**config.mk**
```make
export PLATFORM = sky130hd
export DESIGN_NAME = bird_motion
export DESIGN_NICKNAME = d
export VERILOG_FILES = /design/src/rtl/flappy_pkg.sv /design/src/rtl/tick_gen.sv /design/src/rtl/bird_motion.sv
export SDC_FILE = /design/constraint.sdc
export NUM_CORES = 1
export LEC_CHECK = 0
export BUFFER_PORTS_ARGS = -buffer_cell sky130_fd_sc_hd__buf_2
export CAP_MARGIN = 20
export CORE_MARGIN = 2
export CORE_UTILIZATION = 55
export CTS_CLUSTER_SIZE = 10
export DETAILED_ROUTE_END_ITERATION = 8
export HOLD_SLACK_MARGIN = 0.15
export PLACE_DENSITY = 0.85
export SLEW_MARGIN = 20
export SYNTH_ARGS = -nofsm -noshare
export SYNTH_HDL_FRONTEND = slang
export SYNTH_SLANG_ARGS = --single-unit
```
**constraint.sdc**
```tcl
create_clock -name clk -period 5.4 [get_ports clk]
set_input_delay 0.27 -clock clk [delete_from_list [all_inputs] [get_ports clk]]
set_output_delay 0.27 -clock clk [all_outputs]
set_load 0.05 [all_outputs]
```
**src/rtl/flappy_pkg.sv**
```systemverilog
// Shared Flappy Bird definitions: game-state encoding and default play-field
// geometry used by the bird, pipe and collision blocks.
package flappy_pkg;

    typedef enum logic [1:0] {
        ST_IDLE = 2'd0,
        ST_FLY  = 2'd1,
        ST_DEAD = 2'd2
    } state_t;

    localparam int X_POS = 180;
    localparam int Y_MIN = 20;
    localparam int Y_MAX = 700;

endpackage

```
**src/rtl/tick_gen.sv**
```systemverilog
// Free-running divider that emits a one-cycle physics tick every TICK_DIV clocks.
// Shared by the bird motion engine and the pipe scroller.
module tick_gen #(
    parameter int TICK_DIV = 1485000
) (
    input  logic clk,
    input  logic rst_n,
    output logic tick
);

    localparam int CW = (TICK_DIV > 1) ? $clog2(TICK_DIV) : 1;

    logic [CW-1:0] cnt_q, cnt_d;

    always_comb begin
        tick  = (cnt_q == CW'(TICK_DIV - 1));
        cnt_d = tick ? '0 : cnt_q + CW'(1);
    end

    always_ff @(posedge clk) begin
        if (!rst_n) begin
            cnt_q <= '0;
        end else begin
            cnt_q <= cnt_d;
        end
    end

endmodule

```
**src/rtl/bird_motion.sv**
```systemverilog
// Tick-driven vertical physics for the player sprite: gravity, flap impulse,
// terminal velocity and clamped ceiling/floor, wrapped in an IDLE/FLY/DEAD FSM.
module bird_motion #(
    parameter int PW       = 12,
    parameter int VW       = 8,
    parameter int TICK_DIV = 1485000,
    parameter int X_POS    = flappy_pkg::X_POS,
    parameter int Y_START  = 350,
    parameter int Y_MIN    = flappy_pkg::Y_MIN,
    parameter int Y_MAX    = flappy_pkg::Y_MAX,
    parameter int GRAV     = 1,
    parameter int FLAP_V   = 8,
    parameter int VMAX     = 6
) (
    input  logic          clk,
    input  logic          rst_n,
    input  logic          key1,
    input  logic          key2,
    output logic [PW-1:0] bpos_x,
    output logic [PW-1:0] bpos_y,
    output logic [VW-1:0] vel,
    output logic [1:0]    state,
    output logic          hit_ceiling,
    output logic          hit_ground
);

    import flappy_pkg::*;

    localparam logic signed [VW-1:0] FLAP_NEG = VW'(-FLAP_V);
    localparam logic signed [VW:0]   VMAX_S   = (VW+1)'(VMAX);
    localparam logic signed [VW:0]   GRAV_S   = (VW+1)'(GRAV);
    localparam logic signed [PW+1:0] Y_MIN_S  = (PW+2)'(Y_MIN);
    localparam logic signed [PW+1:0] Y_MAX_S  = (PW+2)'(Y_MAX);
    localparam logic [PW-1:0]        Y_START_U = PW'(Y_START);
    localparam logic [PW-1:0]        Y_MIN_U   = PW'(Y_MIN);
    localparam logic [PW-1:0]        Y_MAX_U   = PW'(Y_MAX);

    logic tick;

    tick_gen #(
        .TICK_DIV(TICK_DIV)
    ) u_tick_gen (
        .clk  (clk),
        .rst_n(rst_n),
        .tick (tick)
    );

    state_t               state_q, state_d;
    logic [PW-1:0]        y_q, y_d;
    logic signed [VW-1:0] vel_q, vel_d;
    logic                 key2_q;
    logic                 pend_q, pend_d;
    logic                 hit_ceil_q, hit_ceil_d;
    logic                 hit_gnd_q, hit_gnd_d;

    logic                 flap_req;
    logic                 flap_now;
    logic signed [VW:0]   v_inc;
    logic signed [VW-1:0] v_new;
    logic signed [PW+1:0] y_new;

    always_comb begin
        flap_req = key2 & ~key2_q;
        // An edge on the tick cycle itself is honoured by that tick.
        flap_now = pend_q | flap_req;

        v_inc = {vel_q[VW-1], vel_q} + GRAV_S;
        if (flap_now) begin
            v_new = FLAP_NEG;
        end else if (v_inc > VMAX_S) begin
            v_new = VMAX_S[VW-1:0];
        end else begin
            v_new = v_inc[VW-1:0];
        end
        // Two guard bits keep the sum from wrapping at either bound.
        y_new = $signed({2'b00, y_q}) + {{(PW+2-VW){v_new[VW-1]}}, v_new};

        state_d    = state_q;
        y_d        = y_q;
        vel_d      = vel_q;
        pend_d     = pend_q | flap_req;
        hit_ceil_d = 1'b0;
        hit_gnd_d  = 1'b0;

        case (state_q)
            ST_IDLE, ST_FLY: begin
                if (tick) begin
                    pend_d = 1'b0;
                    if (state_q == ST_FLY || flap_now) begin
                        state_d = ST_FLY;
                        if (y_new <= Y_MIN_S) begin
                            y_d        = Y_MIN_U;
                            vel_d      = '0;
                            hit_ceil_d = 1'b1;
                        end else if (y_new >= Y_MAX_S) begin
                            y_d       = Y_MAX_U;
                            vel_d     = '0;
                            hit_gnd_d = 1'b1;
                            state_d   = ST_DEAD;
                        end else begin
                            y_d   = y_new[PW-1:0];
                            vel_d = v_new;
                        end
                    end
                end
            end
            ST_DEAD: begin
                pend_d = 1'b0;
                if (key1) begin
                    y_d     = Y_START_U;
                    vel_d   = '0;
                    state_d = ST_IDLE;
                end
            end
            default: begin
                state_d = ST_IDLE;
                pend_d  = 1'b0;
            end
        endcase
    end

    always_ff @(posedge clk) begin
        if (!rst_n) begin
            state_q    <= ST_IDLE;
            y_q        <= Y_START_U;
            vel_q      <= '0;
            key2_q     <= 1'b0;
            pend_q     <= 1'b0;
            hit_ceil_q <= 1'b0;
            hit_gnd_q  <= 1'b0;
        end else begin
            state_q    <= state_d;
            y_q        <= y_d;
            vel_q      <= vel_d;
            key2_q     <= key2;
            pend_q     <= pend_d;
            hit_ceil_q <= hit_ceil_d;
            hit_gnd_q  <= hit_gnd_d;
        end
    end

    assign bpos_x      = PW'(X_POS);
    assign bpos_y      = y_q;
    assign vel         = vel_q;
    assign state       = state_q;
    assign hit_ceiling = hit_ceil_q;
    assign hit_ground  = hit_gnd_q;

endmodule
```
---- After elaboration in Yosys (flattened, before gate mapping) ----
Cells that the tools add are included.
word-level totals
  bits in registers ....................... 47
  input port bits ......................... 4
  output and inout port bits .............. 36
operators by class
  equal/unequal tests ..................... 6
  reductions and logical operators ........ 10
  magnitude comparators ................... 3
  $add $sub $neg .......................... 3
  bitwise operators ....................... 7
  muxes and demuxes ....................... 22
operator list
  operator                 number
  $mux W12                 5
  $mux W8                  7
  $pmux W12 S2             1
  $add A21 B1 Y21 const B  1
  $eq A21 B21 Y1 const B   1
  $pmux W8 S2              1
  $add A13 B8 Y14          1
  $ge A14 B11 Y1 const B   1
  $le A14 B6 Y1 const B    1
  $mux W2                  5
  $add A8 B2 Y9 const B    1
  $gt A9 B4 Y1 const B     1
  $reduce_and A4 Y1        2
  $ne A2 B2 Y1 const B     3
  $not A1 Y1               5
  $reduce_or A5 Y1         1
  $pmux W2 S2              1
  $reduce_or A2 Y1         2
  $reduce_and A3 Y1        1
  $reduce_or A3 Y1         1
  $eq A2 B1 Y1 const B     1
  $eq A2 B2 Y1 const B     1
  $logic_not A2 Y1         1
  $mux W1                  2
  other kinds (4)          4

---- Depth between registers and ports, before layout ----
Gate-level depths: netlist of run 1.
  word-level depth ........................ 11
  depth in mapped cells ................... 20
  mapped depth without buffers ............ 18

---- Cells and area by module ----
A second synthesis of run 1 with hierarchy kept.
second synthesis, totals
  cell total of the unflattened synthesis .. 366
  area, all modules ....................... 3153.0 um^2
modules (own cells, without submodules)
  module       times used  sequential area each (um^2)  area each (um^2)  cells an instance
  bird_motion  1           520.5                        2170.8            254
  tick_gen     1           420.4                        982.2             112

---- Worst setup path before layout of run 1 ----
Ideal clock, no wire load.
  kind .................................... register to register
  start ................................... reg vel_q[0], in the netlist vel[0]
  end ..................................... reg vel_q[3], in the netlist vel[3]
  clock period less this slack ............ 4425 ps
  setup slack ............................. 975 ps
  cell stages (with the launch flop) ...... 18
  data arrival time ....................... 4308 ps
  data required time ...................... 5283 ps
  setup time .............................. 117 ps
  path through ............................ dfxtp_1 -> ha_1 -> and3_1 -> a31oi_1 -> o211ai_1 -> o31ai_1 -> nand2_1 -> a211oi_1 -> ha_1 -> fa_1 -> a21o_2 -> a221oi_4 -> mux2_4 -> o21ai_2 -> or4_1 -> mux2_2 -> and4bb_4 -> a22o_1
on the way
  word-level cells in the longest chain between the ends .. 11
ends and longest elaborated chain
  element                 RTL line            source
  start, declared         bird_motion.sv:50   logic signed [VW-1:0] vel_q, vel_d;
  start signal, assigned  bird_motion.sv:134  vel_q <= vel_d;
  $add A8 B2 Y9 *         bird_motion.sv:67   v_inc = {vel_q[VW-1], vel_q} + GRAV_S;
  $gt A9 B4 Y1            bird_motion.sv:70   end else if (v_inc > VMAX_S) begin
  $mux W8 *               bird_motion.sv:70
  $mux W8 *               bird_motion.sv:68   if (flap_now) begin
  $add A13 B8 Y14         bird_motion.sv:76   y_new = $signed({2'b00, y_q}) + {{(PW+2-VW){v_new[VW-1]}}, v_new};
  $ge A14 B11 Y1          bird_motion.sv:95   end else if (y_new >= Y_MAX_S) begin
  $mux W8                 bird_motion.sv:95
  $mux W8 *               bird_motion.sv:91   if (y_new <= Y_MIN_S) begin
  $mux W8 *               bird_motion.sv:89   if (state_q == ST_FLY || flap_now) begin
  $mux W8 *               bird_motion.sv:87   if (tick) begin
  $pmux W8 S2 *           bird_motion.sv:85   case (state_q)
Mark *: on every way between the ends. The rest lies on a longest branch, timed or not. The select of a mux whose other input is x is not followed.
A chain may end at the register's enable or synchronous reset.

---- Worst setup path after layout of run 1 ----
  start ................................... reg vel_q[1], in the netlist vel[1]
  end ..................................... reg vel_q[0], in the netlist vel[0]
Same word-level chain as after synthesis.

==> results.md, run 1 <==
Routing:
- The residual DRC count is 0.
- The final layout contains routed wiring with a total length of 7.095 mm.
- The overall via count from detail_route is 2840.
- The number of iterations in the first detailed-routing pass is 5.
- The count of nets left with antenna violations once routing finished came out at 0.
- Dividing the detail-routed wire length by the instance count gives 15.03 um.
- The DRC violation total after the first TritonRoute iteration is 200.
- The routed via count divided by cell count is 6.017.

Logic synthesis:
- The post-synthesis cell count is 379.
- Averaged over all synthesized cells, the footprint is 8.438 sq um.
- Counting flops and latches in the post-synthesis netlist gives 47.
- Counting flops with an async set or reset pin after synthesis yields a share of 0.
- dfxtp_1 takes more of the synthesized area than any other cell.
- The number of different library cells used by synthesis comes to 69.
- During synthesis, Yosys emitted a total of 0 warnings.
- Of the synthesized area, sequential elements account for 0.2942.
- The cell area that synthesis handed to floorplanning was 0.003198 sq mm.
- Yosys attributes the largest share of cell area to dfxtp_1 (29%), ha_1 (6.3%), nor2_1 (5.2%).
- The main flop type after synthesis is dfxtp_1.
- The area share of the largest cell type after synthesis is 0.2942.
- The number of enable flip-flop cells after synthesis is 0.

Worst setup path:
- Data on the critical path is required at its endpoint by 5650 ps.
- The worst register-to-register path begins at vel[1].
- STA classifies the critical path startpoint as a flip-flop.
- The depth of the most critical reg-to-reg path is 18.
- The critical path is of the reg -> reg type.
- The reg-to-reg endpoint is vel[0].
- In this run the register-to-register setup slack is 740 ps.
- The largest fanout on the critical path is 14.
- The timing startpoint of the critical path is vel[1].
- The endpoint arrival time on the critical path is 4910 ps.
- STA classifies the critical path endpoint as a flip-flop.
- The termination of the worst setup path is vel[0].

Cells and area:
- The final-stage net count is 420.
- The signed area change from the synthesized netlist to the final layout is 6.338%.
- Of the cells placed in the final design, the portion with a size suffix greater than 1 is 0.1375.
- After the flow finishes, the layout carries non-filler instances totaling 472.
- After routing the design area is 0.003401 sq mm.
- The number of antenna diodes in the final layout is 0.

Placed design:
- Routability-driven placement finished with a final weighted congestion of 0.9306.
- In this run the tool buffered the top-level ports with 27 buffer cells.
- The total half-perimeter wirelength after legalization and detailed placement is 5.293 mm.
- The placed instance area is 0.003297 sq mm.
- The total placed cells including tap cells is 464.

Timing:
- The clock arrives with 7.409 ps of skew.
- The highest attainable clock frequency is 214.4 MHz.
- At the pin with the least slew margin, the transition time is 891.0 ps.
- The final setup violation count is 0.
- In this run the tightest slew margin relative to its limit is 0.4038.
- After layout, the minimum clock period comes to 4665 ps.
- The summed negative setup slack over all endpoints is 0 ps.
- The final hold violation count is 0.
- The number of slew-limit violations in the final report is 0.
- Setup repair after global routing left no endpoint under its margin.
- In the finished design, the share of the clock period the worst path needs comes to 0.8638.
- Hold timing on the final database bottoms out at a slack of 213.6 ps.

Clocking:
- Clock-pin slew was measured on the worst setup and hold paths at 90 ps.
- The number of clock sinks is 47.
- The number of buffers created by CTS is 5.
- The CTS tree is done.
- In this run, post-CTS hold repair placed 0 buffers.
- The post-cts sizing count is 0.
- The buffer depth of the longest clock path is 2.
- The root cell of the clock tree is clkbuf_8.
- The H-tree generated during clock tree synthesis spans 2 levels.
- The number of post-CTS setup repair buffers is 0.
- The latest clock arrival within the worst-skew pair is 300 ps.

Global route:
- Summed over all layers, the global routing overflow is 0.
- The first global-routing pass estimated 11.50 mm of wire.
- The overall global routing resource usage is 0.2256.
- The pin count of the biggest net entering global routing is 22.
- The initial antenna violation count came to 0.
- The number of global-route vias before repair is 2488.

Floorplan:
- The floorplan die height is 80.26 um.
- The region available for standard cell placement spans 0.005574 sq mm.
- The die is 80.26 um wide.
- The die covers 0.006441 sq mm.
- The initial standard-cell utilization of the core is 0.5737.
- Pin placement for this block handled 40 I/O pins.
- In this run the core area contains 27 standard-cell rows.

Pwr:
- The sum of internal, switching and leakage power is 0.0007476 W.
- The worst ir drop on vdd is 198.9 uV.
- For this design the static power due to leakage is 1.351 nW.
- The power density relative to cell area is 219.8 mW/mm^2.

Status:
- The flow ran to the end, and the final reports show no timing, DRC or antenna violations.

Min path:
- The tightest min-delay check is of the in -> reg type.

Flow run:
- The total of max-cap violations is 0.
cells by family after synthesis:
kind of cell	count (synthesis)	share of synthesized area
flip-flops	47	0.2942
adder cells (fa/ha/maj)	17	0.06886
multiplexers	4	0.01526
other	2	0.002348
XOR/XNOR	34	0.09311
AO/OA/AOI/OAI	91	0.2101
AND/OR/NAND/NOR	149	0.2520
buffers and inverters	35	0.06416
cell usage in the layout, fill, tap and decap left out, types with 5 or more instances in the layout:
master / n
xnor2_1: 16
nor3_1: 16
a22o_1: 5
xor2_1: 18
nand4_1: 8
ha_1: 16
conb_1: 12
o21ai_1: 7
a32o_1: 5
a31oi_1: 6
and2_1: 5
a21oi_1: 18
nand2_1: 22
nor4_1: 6
nor2_1: 44
buf_2: 27
and3_1: 7
clkbuf_8: 7
dfxtp_1: 47
o21ai_0: 7
nand3_1: 12
inv_1: 11
metrics by stage:
stage                 util  worst slack (ps)
floorplan                -             975.5
global placement    0.5915              1013
detailed placement  0.5915             789.6
CTS                 0.6101             750.0
global route        0.6101             333.4
finish              0.6101             735.4
final cells by class:
| type | count | area (sq um) |
|---|---|---|
| multi-input combinational | 307 | 2090 |
| inverter | 11 | 41.29 |
| clock buffer | 7 | 96.34 |
| tap | 72 | 90.09 |
| fill | 490 | 2173 |
| sequential | 47 | 940.9 |
| clock inverter | 1 | 7.507 |
| timing repair buffer | 27 | 135.1 |
registers in the layout, summed over array words and instances, names as in the netlist:
| name | cells |
|---|---|
| bpos_y | 12 |
| vel | 8 |
| pend_q | 1 |
| key2_q | 1 |
| state | 2 |
| hit_ceiling | 1 |
| u_tick_gen.cnt_q | 21 |
| hit_ground | 1 |
worst max-delay path, stage by stage, from the launching register on:
cell,delay (ps)
dfxtp_1,430
inv_1,70
ha_1,310
nor3b_1,240
o22ai_1,120
a22oi_1,150
o21ai_0,100
nand2_1,90
a211oi_1,100
ha_1,240
fa_1,430
a21o_2,260
a22o_1,220
o31ai_2,310
o221ai_1,190
nor3_1,210
a22oi_2,160
nor2_1,710
a32o_1,290
cells in the mapped netlist (all sizes together) (4+ instances only):
library cell and instances:
ha 16, nand4 8, o21ai 16, nand2 22, a221oi 4, dfxtp 47
nor3 16, and2 7, mux2 4, xor2 18, buf 18, a21oi 18
inv 11, a32o 5, a21o 6, o211ai 4, and3 9, a22o 5
xnor2 16, o22ai 4, clkbuf 6, a31oi 6, nor4 6, nand3 12
nor2 45
worst min-delay path by stage:
stage | start | end | slack [ps] | depth (start not counted)
floorplan | key2 | key2_q | 390 | 1
global placement | u_tick_gen.cnt_q[0] | u_tick_gen.cnt_q[0] | 430 | 1
detailed placement | u_tick_gen.cnt_q[0] | u_tick_gen.cnt_q[0] | 450 | 1
CTS | key2 | key2_q | 210 | 2
global route | key2 | key2_q | 220 | 2
finish | key2 | key2_q | 210 | 2
layer usage:
layer  GRT usage  vias to the layer above  part of all wire
met2      0.3467                       90              0.44
met5           0                        -                 0
li1            -                     1409                 -
met3     0.03596                       13             0.052
met1      0.3218                     1328              0.49
met4     0.07288                        0             0.016
power breakdown:
group	internal (W)	switching, W
Sequential	0.000349	0.00000199
Combinational	0.0000571	0.000105
Clock	0.000117	0.000118
Total	0.000523	0.000225
No activity file was read; power rests on OpenSTA's default activity.
==> inputs of run 2 (changes only) <==
--- a/config.mk
+++ b/config.mk
@@ -12,7 +12,7 @@
 export CTS_CLUSTER_SIZE = 10
 export DETAILED_ROUTE_END_ITERATION = 8
 export HOLD_SLACK_MARGIN = 0.15
-export PLACE_DENSITY = 0.85
+export PLACE_DENSITY = 0.76
 export SLEW_MARGIN = 20
 export SYNTH_ARGS = -nofsm -noshare
 export SYNTH_HDL_FRONTEND = slang
==> results.md, run 2 (synthesis gave the netlist of run 1 again) <==
Cells and area:
- The design area is 0.003392 sq mm (-0.26%).
- The number of antenna repair diodes was 0 (unchanged).
- The utilization of the core after routing is 0.6085 (-0.001571).
- The flip-flop count of the largest register after layout came to 21 (unchanged).
- The top cell types in the final layout, fill and taps aside, are dfxtp_1 (47), nor2_1 (44), buf_2 (27).
- The signed area change from the synthesized netlist to the final layout is 6.064%.
- u_tick_gen.cnt_q holds more flip-flops than any other register.
- The share of layout cells above drive strength 1 is 0.1375 (unchanged).
- The library cell used most frequently in the layout, excluding fill and tap cells, is dfxtp_1.
- The number of filler cells placed in the layout came to 498 (+1.6%).
- The final-stage net count came to 421 (+0.24%).

Clocking:
- The post-cts sizing count is 0 (unchanged).
- The number of clock sinks is 47 (unchanged).
- The tree is rooted in a clkbuf_8.
- The number of buffers created by CTS is 5 (unchanged).
- The CTS H-tree depth came to 2 (unchanged).
- The hold buffer count at CTS was 0 (unchanged).
- The buffer depth of the longest clock path is 2 (unchanged).
- The clock-pin slew on the worst setup and hold paths is 80 ps (about the same).
- The number of post-CTS setup repair buffers came to 0 (unchanged).
- The latest clock arrival within the worst-skew pair came to 300 ps (about the same).
- TritonCTS built the clock tree.

Timing:
- The final worst-path cycle share was 0.8203 (-0.04354).
- Setup repair after global routing left no endpoint under its margin.
- The number of slew-limit violations in the final report is 0 (unchanged).
- The worst hold-check slack is 214.3 ps (+0.6270 ps).
- The transition time of the tightest slew-check pin is 906.5 ps (+15.50 ps).
- The minimum clock period after layout was 4429 ps (-235.1 ps).
- The highest attainable clock frequency is 225.8 MHz (+5.3%).
- The tightest slew margin relative to the limit is 0.3910 (-0.01279).
- The final hold violation count is 0 (unchanged).
- The final setup violation count was 0 (unchanged).
- The summed negative setup slack over all endpoints is 0 ps (unchanged).
- The worst clock skew on the final layout was 6.528 ps (-0.8805 ps).

Floorplan:
- The floorplan die width is 80.26 um (unchanged).
- The floorplan die height is 80.26 um (unchanged).
- The total die area is 0.006441 sq mm (unchanged).
- The number of placed I/O pins is 40 (unchanged).
- The initial standard-cell utilization of the core is 0.5737 (unchanged).
- The area of the core is 0.005574 sq mm (unchanged).
- The number of placement rows is 27 (unchanged).

Global route:
- The number of global-route vias before repair is 2498 (+0.40%).
- The pin count of the biggest net entering global routing is 22 (unchanged).
- The global routing's busiest layer is met2.
- The global routing usage on met1 is 0.3542 (+0.03246).
- The global-route wire length before repair is 12.19 mm (+6.0%).
- The global routing usage on met2 is 0.3625 (+0.01583).
- The residual overflow from global routing is 0 (unchanged).
- The overall global routing resource usage came to 0.2396 (+0.01406).
- The initial antenna violation count is 0 (unchanged).
- The global routing usage on met3 is 0.03371 (-0.002247).

Min path:
- The min-delay analysis places its worst path in the category in -> reg.

Routing:
- The number of routed nets with antenna violations was 0 (unchanged).
- The number of iterations in the first detailed-routing pass is 4 (-1).
- The average wire length per cell after detail routing is 15.72 um (+4.6%).
- The routed via count divided by cell count was 5.985 (-0.53%).
- The residual DRC count is 0 (unchanged).
- The total length of routed wires came to 7.422 mm (+4.6%).
- The DRC violation total after the first TritonRoute iteration is 166 (-17%).
- The overall via count from detail_route is 2825 (-0.53%).

Placed design:
- The routability congestion estimate is 0.9349 (+0.46%).
- The total half-perimeter wirelength after legalization and detailed placement is 5.597 mm (+5.7%).
- The placed instance area came to 0.003304 sq mm (+0.23%).
- The count of port buffers added during placement is 27 (unchanged).

Pwr:
- The worst ir drop on vdd is 137.0 uV (-31%).
- The reported leakage power is 1.353 nW (+0.14%).
- The power density relative to cell area is 216.3 mW/mm^2 (-1.6%).

Flow run:
- The total of max-cap violations came to 0 (unchanged).

Worst setup path:
- The critical path in this run is classified as reg -> reg.
- The largest fanout on the critical path is 14 (unchanged).
- The critical path required time is 5600 ps (-50 ps).
- The endpoint arrival time on the critical path is 4630 ps (-280 ps).
- The worst setup path is launched from a flip-flop.
- The endpoint class of the critical path is a flip-flop.

Status:
- The run finished with clean final reports.
[run 2: stage by stage]
step	worst slack (ps)	cells	total power [W]
after floorplan	975.5	389	0.0005007
after global placement	1114	465	0.0005182
after detailed placement	1063	465	0.0005204
after CTS	1017	472	0.0007333
after global routing	621.9	472	0.0007632
final	970.5	472	0.0007336
[run 2: final timing paths]
check,from,endpoint,slack (ps),depth (start not counted)
setup / recovery,vel[0],vel[7],970,18
hold / removal,key2,key2_q,210,2
setup reg to reg,vel[0],vel[7],970,18
hold reg to reg,u_tick_gen.cnt_q[0],u_tick_gen.cnt_q[0],460,1
[run 2: area by class of cell]
cell class	count	area, sq um	area share
sequential	47	940.9	0.2774
inverter	11	41.29	0.01217
tap	72	90.09	0.02656
clock buffer	6	82.58	0.02435
multi-input combinational	307	2090	0.6160
clock inverter	1	5.005	0.001475
timing repair buffer	28	142.6	0.04205
[run 2: worst max-delay path, stage by stage, from the launching register on]
cell      delay, ps
dfxtp_1         440
ha_1            270
and3_1          260
a31oi_1         100
o211ai_1        170
o31ai_1          90
nand2_1          90
a211oi_1         90
ha_1            250
fa_1            430
a21o_2          260
a22o_1          240
o31ai_2         370
o221ai_1        230
and2_2          240
a22oi_2         260
nor2_1           90
buf_4           200
a32o_1          250
[run 2: where the power goes]
group,internal (W),switching (W)
registers,0.000349,0.00000182
logic,0.0000580,0.000108
clock network,0.000101,0.000116
total,0.000508,0.000226
[run 2: routing by layer]
metal  share of wire  routed length, um
met5               0                  0
met4           0.010                 74
met3           0.047                346
met2            0.44               3236
met1            0.51               3764
==> inputs of run 3 (changes only) <==
==> constraint.sdc (replaced) <==
create_clock -name clk -period 4.1 [get_ports clk]
set_input_delay 0.205 -clock clk [delete_from_list [all_inputs] [get_ports clk]]
set_output_delay 0.205 -clock clk [all_outputs]
set_load 0.05 [all_outputs]
==> results.md, run 3 (synthesis gave the netlist of run 1 again) <==
Floorplan:
- The number of placement rows is 27 (unchanged).
- The number of placed I/O pins is 40 (unchanged).
- The area of the core is 0.005574 sq mm (unchanged).
- The total die area is 0.006441 sq mm (unchanged).
- The initial standard-cell utilization of the core is 0.5737 (unchanged).
- The floorplan die width came to 80.26 um (unchanged).
- The floorplan die height was 80.26 um (unchanged).

Global route:
- The initial antenna violation count came to 0 (unchanged).
- The pin count of the biggest net entering global routing came to 22 (unchanged).
- The number of global-route vias before repair came to 2686 (+7.5%).
- The global-route wire length before repair is 12.90 mm (+5.8%).
- The residual overflow from global routing is 0 (unchanged).
- The overall global routing resource usage came to 0.2525 (+0.01289).

Clocking:
- The buffer depth of the longest clock path is 2 (unchanged).
- The clock-pin slew on the worst setup and hold paths came to 90 ps (about the same).
- The latest clock arrival within the worst-skew pair is 310 ps (about the same).
- The CTS H-tree depth is 2 (unchanged).
- The hold buffer count at CTS is 0 (unchanged).
- The number of buffers created by CTS is 5 (unchanged).
- The number of clock sinks is 47 (unchanged).
- The root cell of the clock tree is clkbuf_8.
- The CTS tree is done.

Placed design:
- The placed instance area is 0.003495 sq mm (+5.8%).
- The total placed cells including tap cells is 489 (+5.2%).
- The routability congestion estimate was 0.9070 (-3.0%).
- The count of port buffers added during placement is 27 (unchanged).
- The worst slack after detailed placement is -115.9 ps (-1179 ps).
- The total half-perimeter wirelength after legalization and detailed placement is 5.986 mm (+7.0%).

Timing:
- The final hold violation count is 0 (unchanged).
- The transition time of the tightest slew-check pin came to 894.1 ps (-12.41 ps).
- The final worst-path cycle share is 0.9957 (+0.1754).
- The setup slack after layout is 17.79 ps (-952.8 ps).
- The minimum clock period after layout was 4082 ps (-347.2 ps).
- The worst hold-check slack was 144.9 ps (-69.39 ps).
- The final setup violation count is 0 (unchanged).
- The summed negative setup slack over all endpoints is 0 ps (unchanged).
- The number of slew-limit violations in the final report is 0 (unchanged).
- The tightest slew margin relative to the limit came to 0.3993 (+0.008334).
- The worst clock skew on the final layout is 6.996 ps (+0.4676 ps).
- The highest attainable clock frequency is 245.0 MHz (+8.5%).
- Setup repair after global routing could not meet its margin everywhere.

Cells and area:
- The share of layout cells above drive strength 1 was 0.2779 (+0.1404).
- Ranked by flip-flop count, first place goes to u_tick_gen.cnt_q.
- The design area was 0.003875 sq mm (+14%).
- The number of antenna repair diodes is 0 (unchanged).
- In the layout the commonest cells are nor2_1 (43), dfxtp_1 (43), buf_4 (37).
- Relative to the synthesized area, the layout overhead comes to 21.17%.
- The count of placed standard cells in the final layout, fillers left out is 511 (+8.3%).
- The flip-flop count of the largest register after layout was 21 (unchanged).
- The final-stage net count was 459 (+9.0%).

Min path:
- The path type of the worst min-delay path is in -> reg.

Worst setup path:
- The worst setup path is captured at a flip-flop.
- Walking the worst path, the cells encountered are buf_6, ha_4, and3_4, nand3_2, o21ai_4, buf_4, o21ai_2, ha_1, buf_4, buf_4, a31oi_1, a21oi_2, o211a_1, o21ai_1, or4b_1, and4bb_4, a22o_1.
- The kind of cell with the highest combined delay on the critical path is compound AO/OA/AOI/OAI gates.
- The critical path required time came to 4350 ps (-1250 ps).
- By instance count, the cell type seen most on the critical path is buf_4.
- The combined buffer and inverter count along the critical path was 4 (+3).
- The slowest stage of the critical path belongs to the cell or4b_1.
- The largest fanout on the critical path is 5 (-9).
- The classification of the worst setup path is reg -> reg.
- The slack of the worst reg-to-reg path is 20 ps (-950 ps).
- The endpoint arrival time on the critical path is 4330 ps (-300 ps).
- The startpoint type of the worst setup path is a flip-flop.
- The stage delay of the slowest cell on the critical path was 490 ps (+50 ps).

Routing:
- The number of routed nets with antenna violations is 0 (unchanged).
- The overall via count from detail_route is 3070 (+8.7%).
- The DRC violation total after the first TritonRoute iteration came to 252 (+52%).
- The number of iterations in the first detailed-routing pass is 5 (+1).
- The residual DRC count is 0 (unchanged).
- The total length of routed wires is 8.513 mm (+15%).
- The routed via count divided by cell count is 6.008 (+0.38%).
- The average wire length per cell after detail routing was 16.66 um (+5.9%).

Pwr:
- The reported leakage power is 1.550 nW (+15%).
- The worst ir drop on vdd is 240.7 uV (+76%).
- The power density relative to cell area is 273.8 mW/mm^2 (+27%).

Flow run:
- The total of max-cap violations was 0 (unchanged).

Status:
- The run finished with clean final reports.
==> run 3: path summary, 6_finish.rpt <==
path	startpoint	to	depth (start not counted)
min	key2	key2_q	2
max reg2reg	vel[1]	vel[3]	17
max	vel[1]	vel[3]	17
min reg2reg	u_tick_gen.cnt_q[0]	u_tick_gen.cnt_q[0]	1
==> run 3: repair_timing <==
action	CTS	global route
buffers inserted	1	13
pin swaps	1	26
endpoints found under the setup margin	11	21
resized for setup	8	30
==> run 3: metrics by stage <==
stage	power, W	utilization
final	0.001061	0.6952
after global routing	0.001106	0.6952
after CTS	0.001022	0.6532
after detailed placement	0.0007139	0.6269
after global placement	0.0007099	0.6269
after floorplan	0.0006581	-
==> run 3: power breakdown <==
| part | total, W | internal, W | switching [W] |
|---|---|---|---|
| clock | 0.000317 | 0.000158 | 0.000159 |
| combinational | 0.000283 | 0.000117 | 0.000166 |
| sequential | 0.000461 | 0.000458 | 0.00000259 |
==> run 3: area by class of cell <==
type / instances / area (sq um)
timing repair buffer: 66 / 435.4
clock buffer: 8 / 101.3
inverter: 11 / 45.04
fill: 452 / 1699
multi-input combinational: 307 / 2252
tap: 72 / 90.09
sequential: 47 / 950.9
==> run 3: layer usage <==
metal,GRT usage,wire length [um]
met5,0,0
met2,0.3733,3805
met3,0.04157,511
met1,0.3728,3954
met4,0.07797,242
